$ cat src/rtl/climate_pkg.sv
// ============================================================================
// Module  : climate_pkg
// Brief   : State encoding and shared constants for the climate controller.
// Rev     : 1.0  initial release
// ============================================================================
`default_nettype none

package climate_pkg;

    localparam logic [1:0] c_st_idle = 2'b00;
    localparam logic [1:0] c_st_heat = 2'b01;
    localparam logic [1:0] c_st_cool = 2'b10;
    localparam logic [1:0] c_st_fault = 2'b11;

    localparam int c_dwell_w = 8;

    typedef enum logic [1:0] {
        ST_IDLE  = c_st_idle,
        ST_HEAT  = c_st_heat,
        ST_COOL  = c_st_cool,
        ST_FAULT = c_st_fault
    } state_t;

endpackage

`default_nettype wire

$ cat src/rtl/climate_ctrl_dwell_timer.sv
// ============================================================================
// Module  : dwell_timer
// Brief   : Loadable down-counter saturating at zero, with zero flag.
// Rev     : 1.0  initial release
// ============================================================================
`default_nettype none

module dwell_timer
    import climate_pkg::*;
(
    input  logic                 clk,
    input  logic                 rst,
    input  logic                 i_clear,
    input  logic                 i_load,
    input  logic [c_dwell_w-1:0] i_load_val,
    output logic                 o_zero
);

    logic [c_dwell_w-1:0] r_count;

    // Clear takes priority over load so a disable never leaves a pending dwell.
    always_ff @(posedge clk or posedge rst) begin
        if (rst) begin
            r_count <= '0;
        end else if (i_clear) begin
            r_count <= '0;
        end else if (i_load) begin
            r_count <= i_load_val;
        end else if (r_count != '0) begin
            r_count <= r_count - 1'b1;
        end
    end

    assign o_zero = (r_count == '0);

endmodule

`default_nettype wire

$ cat src/rtl/climate_ctrl.sv
// ============================================================================
// Module  : climate_ctrl
// Brief   : Hysteresis heat/cool controller with minimum dwell per state.
//           Optional sensor-range fault detection under macro CLIMATE_FAULT_EN.
// Rev     : 1.0  initial release
// ============================================================================
`default_nettype none

module climate_ctrl
    import climate_pkg::*;
#(
    parameter int TEMP_W    = 5,
    parameter int HEAT_ON   = 18,
    parameter int TARGET    = 20,
    parameter int COOL_ON   = 22,
    parameter int MIN_DWELL = 4,
    parameter int FAULT_CNT = 3,
    parameter int TEMP_MIN  = 1,
    parameter int TEMP_MAX  = 30
) (
    input  logic              clk,
    input  logic              rst,
    input  logic              enable,
    input  logic [TEMP_W-1:0] temp,
    output logic              heating,
    output logic              cooling,
    output logic [1:0]        state,
    output logic              fault
);

    localparam logic [TEMP_W-1:0]    c_heat_on    = TEMP_W'(HEAT_ON);
    localparam logic [TEMP_W-1:0]    c_target     = TEMP_W'(TARGET);
    localparam logic [TEMP_W-1:0]    c_cool_on    = TEMP_W'(COOL_ON);
    localparam logic [c_dwell_w-1:0] c_dwell_load = c_dwell_w'(MIN_DWELL - 1);

    generate
        if (!(HEAT_ON < TARGET && TARGET < COOL_ON)) begin : g_bad_thresholds
            $error("climate_ctrl: require HEAT_ON < TARGET < COOL_ON");
        end
        if (MIN_DWELL < 1 || MIN_DWELL > 255) begin : g_bad_dwell
            $error("climate_ctrl: MIN_DWELL must be in 1..255");
        end
        if (FAULT_CNT < 1 || FAULT_CNT > 255 || TEMP_MIN > TEMP_MAX) begin : g_bad_fault
            $error("climate_ctrl: bad FAULT_CNT or TEMP_MIN/TEMP_MAX");
        end
    endgenerate

    state_t r_state;
    state_t w_next;
    logic   r_heating;
    logic   r_cooling;
    logic   r_fault;
    logic   w_dwell_zero;
    logic   w_fault_trip;

`ifdef CLIMATE_FAULT_EN
    logic [7:0] r_fault_cnt;
    logic [7:0] w_fault_cnt_next;
    logic       w_out_of_range;

    assign w_out_of_range   = (temp < TEMP_W'(TEMP_MIN)) || (temp > TEMP_W'(TEMP_MAX));
    assign w_fault_cnt_next = !w_out_of_range ? 8'd0 :
                              (r_fault_cnt == 8'hFF) ? 8'hFF : r_fault_cnt + 8'd1;
    // Trips on the same edge that the run of bad samples reaches FAULT_CNT.
    assign w_fault_trip     = (w_fault_cnt_next >= 8'(FAULT_CNT));

    always_ff @(posedge clk or posedge rst) begin
        if (rst) begin
            r_fault_cnt <= 8'd0;
        end else begin
            r_fault_cnt <= w_fault_cnt_next;
        end
    end
`else
    assign w_fault_trip = 1'b0;
`endif

    always_comb begin
        w_next = r_state;
        if (r_state == ST_FAULT) begin
            w_next = ST_FAULT;
        end else if (w_fault_trip) begin
            w_next = ST_FAULT;
        end else if (!enable) begin
            w_next = ST_IDLE;
        end else if (w_dwell_zero) begin
            case (r_state)
                ST_IDLE: begin
                    if (temp <= c_heat_on) begin
                        w_next = ST_HEAT;
                    end else if (temp >= c_cool_on) begin
                        w_next = ST_COOL;
                    end
                end
                ST_HEAT: if (temp >= c_target) w_next = ST_IDLE;
                ST_COOL: if (temp <= c_target) w_next = ST_IDLE;
                default: w_next = r_state;
            endcase
        end
    end

    dwell_timer u_dwell_timer (
        .clk        (clk),
        .rst        (rst),
        .i_clear    (!enable && (r_state != ST_FAULT)),
        .i_load     (w_next != r_state),
        .i_load_val (c_dwell_load),
        .o_zero     (w_dwell_zero)
    );

    always_ff @(posedge clk or posedge rst) begin
        if (rst) begin
            r_state   <= ST_IDLE;
            r_heating <= 1'b0;
            r_cooling <= 1'b0;
            r_fault   <= 1'b0;
        end else begin
            r_state   <= w_next;
            r_heating <= (w_next == ST_HEAT);
            r_cooling <= (w_next == ST_COOL);
            r_fault   <= (w_next == ST_FAULT);
        end
    end

    assign state   = r_state;
    assign heating = r_heating;
    assign cooling = r_cooling;
    assign fault   = r_fault;

endmodule

`default_nettype wire

$ cat config.mk
export PLATFORM = sky130hd
export DESIGN_NAME = climate_ctrl
export DESIGN_NICKNAME = d
export VERILOG_FILES = /design/src/rtl/climate_pkg.sv /design/src/rtl/climate_ctrl_dwell_timer.sv /design/src/rtl/climate_ctrl.sv
export SDC_FILE = /design/constraint.sdc
export NUM_CORES = 1
export LEC_CHECK = 0
export BUFFER_PORTS_ARGS = -buffer_cell sky130_fd_sc_hd__buf_2
export CAP_MARGIN = 15
export CORE_UTILIZATION = 49
export DETAILED_ROUTE_END_ITERATION = 8
export PLACE_DENSITY = 0.82
export SKIP_LAST_GASP = 1
export SYNTH_ARGS = -nofsm -noshare
export SYNTH_HDL_FRONTEND = slang
export SYNTH_SLANG_ARGS = --single-unit
export TNS_END_PERCENT = 50
$ cat constraint.sdc
create_clock -name clk -period 2.04 [get_ports clk]
set_input_delay 0.204 -clock clk [delete_from_list [all_inputs] [get_ports clk]]
set_output_delay 0.204 -clock clk [all_outputs]
set_load 0.02 [all_outputs]
==> results of run 1 <==
path summary, 6_finish.rpt:
| kind | start | to | slack (ns) |
|---|---|---|---|
| setup / recovery | u_dwell_timer.r_count[0]$_DFFE_PP0P_ | state[0]$_DFF_PP0_ | 0.28 |
| hold / removal | enable | heating$_DFF_PP0_ | 0.28 |
| setup reg to reg | u_dwell_timer.r_count[0]$_DFFE_PP0P_ | state[0]$_DFF_PP0_ | 0.28 |
| hold reg to reg | u_dwell_timer.r_count[0]$_DFFE_PP0P_ | u_dwell_timer.r_count[0]$_DFFE_PP0P_ | 0.56 |
| max in group asynchronous | rst | u_dwell_timer.r_count[2]$_DFFE_PP0P_ | 1.24 |
| min in group asynchronous | rst | u_dwell_timer.r_count[3]$_DFFE_PP0P_ | 0.48 |
flip-flops by register name, indices dropped and copies added (netlist names):
register and flops:
u_dwell_timer.r_count 8, fault 1, state 2, cooling 1, heating 1
cell usage after synthesis, types with 2 or more instances:
| master | count |
|---|---|
| sky130_fd_sc_hd__xor2_1 | 2 |
| sky130_fd_sc_hd__a21o_1 | 2 |
| sky130_fd_sc_hd__nor2_1 | 9 |
| sky130_fd_sc_hd__xnor2_1 | 2 |
| sky130_fd_sc_hd__nor3_1 | 3 |
| sky130_fd_sc_hd__o21ai_0 | 2 |
| sky130_fd_sc_hd__nand2_1 | 4 |
| sky130_fd_sc_hd__buf_2 | 2 |
| sky130_fd_sc_hd__dfrtp_1 | 13 |
| sky130_fd_sc_hd__inv_1 | 7 |
| sky130_fd_sc_hd__nand2b_1 | 2 |
| sky130_fd_sc_hd__nand3_1 | 2 |
| sky130_fd_sc_hd__a21oi_1 | 6 |
layout make-up:
| type | count | area (um^2) |
|---|---|---|
| multi-input cells | 57 | 407.9 |
| well taps | 15 | 18.77 |
| repair buffers | 13 | 70.07 |
| clock buffers | 4 | 26.28 |
| fillers | 119 | 508.0 |
| inverters | 7 | 26.28 |
| flip-flops and latches | 13 | 325.3 |
routing by layer:
metal / part of all wire (%) / routed length [um] / vias up / GRT usage, %
met2: 47 / 680 / 25 / 30.63
met5: 0 / 0 / - / 0
met1: 46 / 659 / 283 / 25.07
met3: 6.6 / 96 / 2 / 6.522
li1: - / - / 311 / -
met4: 0.69 / 10 / 0 / 5.161
report_power, final:
group / internal, mW / switching [mW]
combinational: 0.310 / 0.366
clock: 0.0757 / 0.0758
sequential: 0.360 / 0.127
worst max-delay path: stages, from the launching register on:
cell and delay [ns]:
sky130_fd_sc_hd__dfrtp_1 0.42, sky130_fd_sc_hd__inv_1 0.07, sky130_fd_sc_hd__ha_1 0.17, sky130_fd_sc_hd__nor3b_1 0.41, sky130_fd_sc_hd__nand2_4 0.14, sky130_fd_sc_hd__a31o_1 0.23, sky130_fd_sc_hd__o41ai_2 0.21
metrics by stage:
| stage | cell area [um^2] | hold slack (ns) | std cells |
|---|---|---|---|
| finish | 874.6 | 0.2792 | 109 |
| global route | 874.6 | 0.2692 | 109 |
| CTS | 874.6 | 0.2718 | 109 |
| detailed placement | 838.3 | 0.2380 | 104 |
| global placement | 838.3 | 0.2320 | 104 |
| floorplan | 769.5 | 0.08096 | 79 |
cells by family (layout without fill, tap and decap cells):
logic type,after synthesis,count (layout),synth area share [%]
AND/OR/NAND/NOR,30,30,23.90
adder cells (fa/ha/maj),1,1,1.626
XOR/XNOR,4,4,4.554
flip-flops,13,13,42.28
buffers and inverters,9,24,4.716
AO/OA/AOI/OAI,22,22,22.93
what timing repair did:
action                    CTS  global route
gates resized for setup     0             0
hold buffers                1             0
hold endpoints to repair   13             0
==> flow_summary.json, run 1 <==
{
  "run_status": "finished clean",
  "clock_sink_count": 13,
  "detail_route.wl_per_cell_um": 13.27,
  "dp_hpwl_um": 1055,
  "first_global_vias": 602,
  "final_layout_size_suffix_gt1_share_pct": 22.34,
  "skew_ns": 0.0003424,
  "detail-route-antenna-nets": 0,
  "worst-endpoint-required_ns": 2.21,
  "globalRouteOverflowTotal": 0,
  "finalHoldViolations": 0,
  "routed_wl_um": 1446,
  "path_class": "reg -> reg",
  "p_leak_nw": 0.4149,
  "netlist_top_cells_area": "sky130_fd_sc_hd__dfrtp_1 (42%), sky130_fd_sc_hd__nor2_1 (4.4%), sky130_fd_sc_hd__a21oi_1 (3.9%)",
  "cts_root_buf": "sky130_fd_sc_hd__clkbuf_4",
  "postCtsSetupBuffers": 0,
  "slew_violations": 0,
  "cp_max_fo": 9,
  "cts.htree.levels": 1,
  "max_slew_margin_pct": 63.18,
  "synthesized_net_count": 88,
  "startpoint_type": "flip-flop",
  "r2r.worst_path.cells": 6,
  "ioPinCount": 13,
  "number_of_enable_flip_flop_cells_after_synthesis": 0,
  "final_common_cell": "sky130_fd_sc_hd__dfrtp_1",
  "clk_pin_slew_ns": 0.07,
  "place_worst_setup_slack_ns": 0.3354,
  "fin_tns_setup_ns": 0,
  "finalNetCount": 104,
  "netlist_area_um2": 769.5,
  "synth.yosys.seq_area_share_pct": 42.28,
  "grt_max_degree": 14,
  "mostFrequentLayoutCells": "sky130_fd_sc_hd__dfrtp_1 (13), sky130_fd_sc_hd__buf_2 (12), sky130_fd_sc_hd__nor2_1 (9)",
  "p_per_area_nw_per_um2": 1503,
  "rsz_0062_raised_after_global_routing": "no",
  "detailedRoute.firstIterationViolations": 10,
  "yosysTopAreaCell": "sky130_fd_sc_hd__dfrtp_1",
  "crit_arrival_ns": 1.92,
  "io_buffers": 12,
  "vias": 621,
  "grt_antenna_before_repair": 0,
  "detail_route.drc_violations": 0,
  "ys_dominant_reg_cell": "sky130_fd_sc_hd__dfrtp_1",
  "yosys.cell_types.count": 36,
  "setup-violations-final": 0,
  "synth.top_cell.area_share_pct": 42.28,
  "ir_drop_v": 0.0007802,
  "vias_per_cell": 5.697,
  "worst_skew_pair_latency_ns": 0.27,
  "synth.ff_latch_count": 13,
  "post-layout-total-power_mw": 1.314,
  "endpoint_kind": "flip-flop",
  "timing.max_cap.violations": 0,
  "global_route_wire_length_before_repair_um": 2566,
  "synth_async_sr_flop_share_pct": 100.0,
  "fp.dieArea_um2": 1733,
  "worst_hold_path_type": "in -> reg",
  "fp.dieW_um": 41.63,
  "final_critical_path_setup_slack_ns": 0.2831,
  "clock_path_buffers": 2,
  "firstDrtPassIters": 4,
  "min_period_over_period_pct": 86.12,
  "die_height_um": 41.63,
  "cts_made_buffers": 3,
  "core_area_um2": 1383,
  "synthesis.area_per_instance_um2": 9.740,
  "grt_use_total_pct": 19.27,
  "antennaDiodeCount": 0,
  "starting_density_of_the_core_pct": 55.66,
  "highest_clock_frequency_the_design_can_meet_mhz": 569.2,
  "layout-area-overhead-vs-synth_pct": 13.66,
  "gp_congestion": 0.8065,
  "final_core_util_pct": 63.26,
  "synthCells": 79,
  "min_delay_path_depth": 3,
  "tritoncts": "yes",
  "std_cell_rows": 13,
  "post-route-min-period_ns": 1.757,
  "worst-slew-pin-transition_ns": 0.5465,
  "yosysWarningCount": 0
}
Power figures use the tool's default switching activity.
==> run 2: changes to the inputs <==
--- a/config.mk
+++ b/config.mk
@@ -7,9 +7,10 @@
 export LEC_CHECK = 0
 export BUFFER_PORTS_ARGS = -buffer_cell sky130_fd_sc_hd__buf_2
 export CAP_MARGIN = 15
-export CORE_UTILIZATION = 49
+export CORE_UTILIZATION = 53
+export CTS_CLUSTER_SIZE = 10
 export DETAILED_ROUTE_END_ITERATION = 8
-export PLACE_DENSITY = 0.82
+export PLACE_DENSITY = 0.87
 export SKIP_LAST_GASP = 1
 export SYNTH_ARGS = -nofsm -noshare
 export SYNTH_HDL_FRONTEND = slang
==> flow_summary.json, run 2 (same netlist as run 1, synthesis figures left out) <==
{
  "place_worst_setup_slack_ns": 0.3018,
  "detail_route.wl_per_cell_um": 13.20,
  "path_class": "reg -> reg",
  "internal_power_uw": 746.7,
  "postCtsSetupBuffers": 0,
  "gp_congestion": 0.9012,
  "rsz_0062_raised_after_global_routing": "no",
  "worst_hold_path_type": "in -> reg",
  "sequentialPowerShare_pct": 36.7,
  "ioPinCount": 13,
  "grt-busiest-layer": "met2",
  "post-layout-total-power_mw": 1.320,
  "setup-violations-final": 0,
  "finalNetCount": 104,
  "fin_tns_setup_ns": 0,
  "number_of_flip_flops_in_the_largest_register": 8,
  "global_route_wire_length_before_repair_um": 2297,
  "finalHoldViolations": 0,
  "core_area_um2": 1334,
  "fp.dieArea_um2": 1608,
  "dp_hpwl_um": 1122,
  "final.fill_count": 113,
  "clkPwrFrac_pct": 12.0,
  "cell_area_placed_um2": 838.3,
  "clock_sink_count": 13,
  "antennaDiodeCount": 0,
  "final_core_util_pct": 65.57,
  "max_slew_margin_pct": 60.46,
  "detailedRoute.firstIterationViolations": 24,
  "run_status": "finished clean",
  "worst_skew_pair_latency_ns": 0.28,
  "cts-resized-gates": 0,
  "cp_max_fo": 9,
  "crit_arrival_ns": 1.92,
  "detail-route-antenna-nets": 0,
  "cts.htree.levels": 1,
  "endpoint_kind": "flip-flop",
  "power.share.switching_pct": 43.42,
  "globalRouteMet2Util_pct": 38.31,
  "finalInstanceArea_um2": 874.6,
  "ir_drop_v": 0.0006483,
  "cts_root_buf": "sky130_fd_sc_hd__clkbuf_4",
  "post-route-min-period_ns": 1.749,
  "cts_made_buffers": 3,
  "clk_pin_slew_ns": 0.08,
  "grt_use_total_pct": 22.91,
  "final_layout_size_suffix_gt1_share_pct": 22.34,
  "vias_per_cell": 5.890,
  "p_leak_nw": 0.4149,
  "worst-slew-pin-transition_ns": 0.5870,
  "slew_violations": 0,
  "starting_density_of_the_core_pct": 57.69,
  "routed_wl_um": 1439,
  "worst-endpoint-required_ns": 2.21,
  "p_sw_uw": 573.1,
  "max_flop_register": "u_dwell_timer.r_count",
  "firstDrtPassIters": 4,
  "fp.dieW_um": 40.11,
  "globalRouteOverflowTotal": 0,
  "min_period_over_period_pct": 85.73,
  "tritoncts": "yes",
  "die_height_um": 40.11,
  "detail_route.drc_violations": 0,
  "use_met1_pct": 25.68,
  "first_global_vias": 559,
  "grt_max_degree": 14,
  "p_per_area_nw_per_um2": 1509,
  "startpoint_type": "flip-flop",
  "grt_antenna_before_repair": 0,
  "comb_power_share_pct": 51.3,
  "final_critical_path_setup_slack_ns": 0.2912,
  "vias": 642,
  "skew_ns": 0.006952,
  "highest_clock_frequency_the_design_can_meet_mhz": 571.8,
  "std_cell_rows": 13,
  "mostFrequentLayoutCells": "sky130_fd_sc_hd__dfrtp_1 (13), sky130_fd_sc_hd__buf_2 (12), sky130_fd_sc_hd__nor2_1 (9)",
  "timing.max_cap.violations": 0,
  "final_common_cell": "sky130_fd_sc_hd__dfrtp_1",
  "groute.layer.met3.usage_pct": 6.667,
  "io_buffers": 12,
  "clock_path_buffers": 2,
  "layout-area-overhead-vs-synth_pct": 13.66
}
[run 2: cell counts in the layout (fill, tap and decap cells not counted)]
Identical to the previous run, type by type.
[run 2: area by class of cell]
type	count	area [um^2]	share of cell area [%]
repair buffers	13	70.07	8.011
clock buffers	4	26.28	3.004
multi-input cells	57	407.9	46.64
well taps	15	18.77	2.146
inverters	7	26.28	3.004
flip-flops and latches	13	325.3	37.20
[run 2: path summary, 6_finish.rpt]
path                                                           start                                   end  slack [ns]  depth (start not counted)
worst max register to register  u_dwell_timer.r_count[0]$_DFFE_PP0P_                    state[0]$_DFF_PP0_        0.29                          6
max in group asynchronous                                        rst  u_dwell_timer.r_count[4]$_DFFE_PP0P_        1.23                          3
min in group asynchronous                                        rst  u_dwell_timer.r_count[6]$_DFFE_PP0P_        0.49                          3
worst max-delay path            u_dwell_timer.r_count[0]$_DFFE_PP0P_                    state[0]$_DFF_PP0_        0.29                          6
worst min register to register  u_dwell_timer.r_count[0]$_DFFE_PP0P_  u_dwell_timer.r_count[0]$_DFFE_PP0P_        0.53                          1
worst min-delay path                                          enable                     heating$_DFF_PP0_        0.26                          3
[run 2: per-layer routing]
layer	vias up	share of wire (%)
met5	-	0
met4	0	3.2
met3	7	5.7
met2	27	49
met1	297	42
li1	311	-
[run 2: worst max-delay path, cell delays in order, from the launching register on]
cell and delay [ns]:
sky130_fd_sc_hd__dfrtp_1 0.40, sky130_fd_sc_hd__inv_1 0.07, sky130_fd_sc_hd__ha_1 0.17, sky130_fd_sc_hd__nor3b_1 0.40, sky130_fd_sc_hd__nand2_4 0.14, sky130_fd_sc_hd__a31o_1 0.24, sky130_fd_sc_hd__o41ai_2 0.23
[run 2: what timing repair did]
item	CTS	global route
hold buffers	1	0
setup endpoints to repair	0	0
hold endpoints to repair	13	0
[run 2: metrics by stage]
stage	hold slack (ns)	cells
final	0.2588	109
after global routing	0.2609	109
after CTS	0.2512	109
after detailed placement	0.2424	104
after global placement	0.2331	104
after floorplan	0.08096	79
[run 2: power groups by stage]
stage / clock network [mW] / logic (mW) / registers (mW)
2_1_floorplan: 0 / 0.538 / 0.489
3_3_place_gp: 0 / 0.656 / 0.484
3_5_place_dp: 0 / 0.681 / 0.492
4_1_cts: 0.163 / 0.688 / 0.486
5_1_grt: 0.180 / 0.753 / 0.508
6_report: 0.158 / 0.677 / 0.484
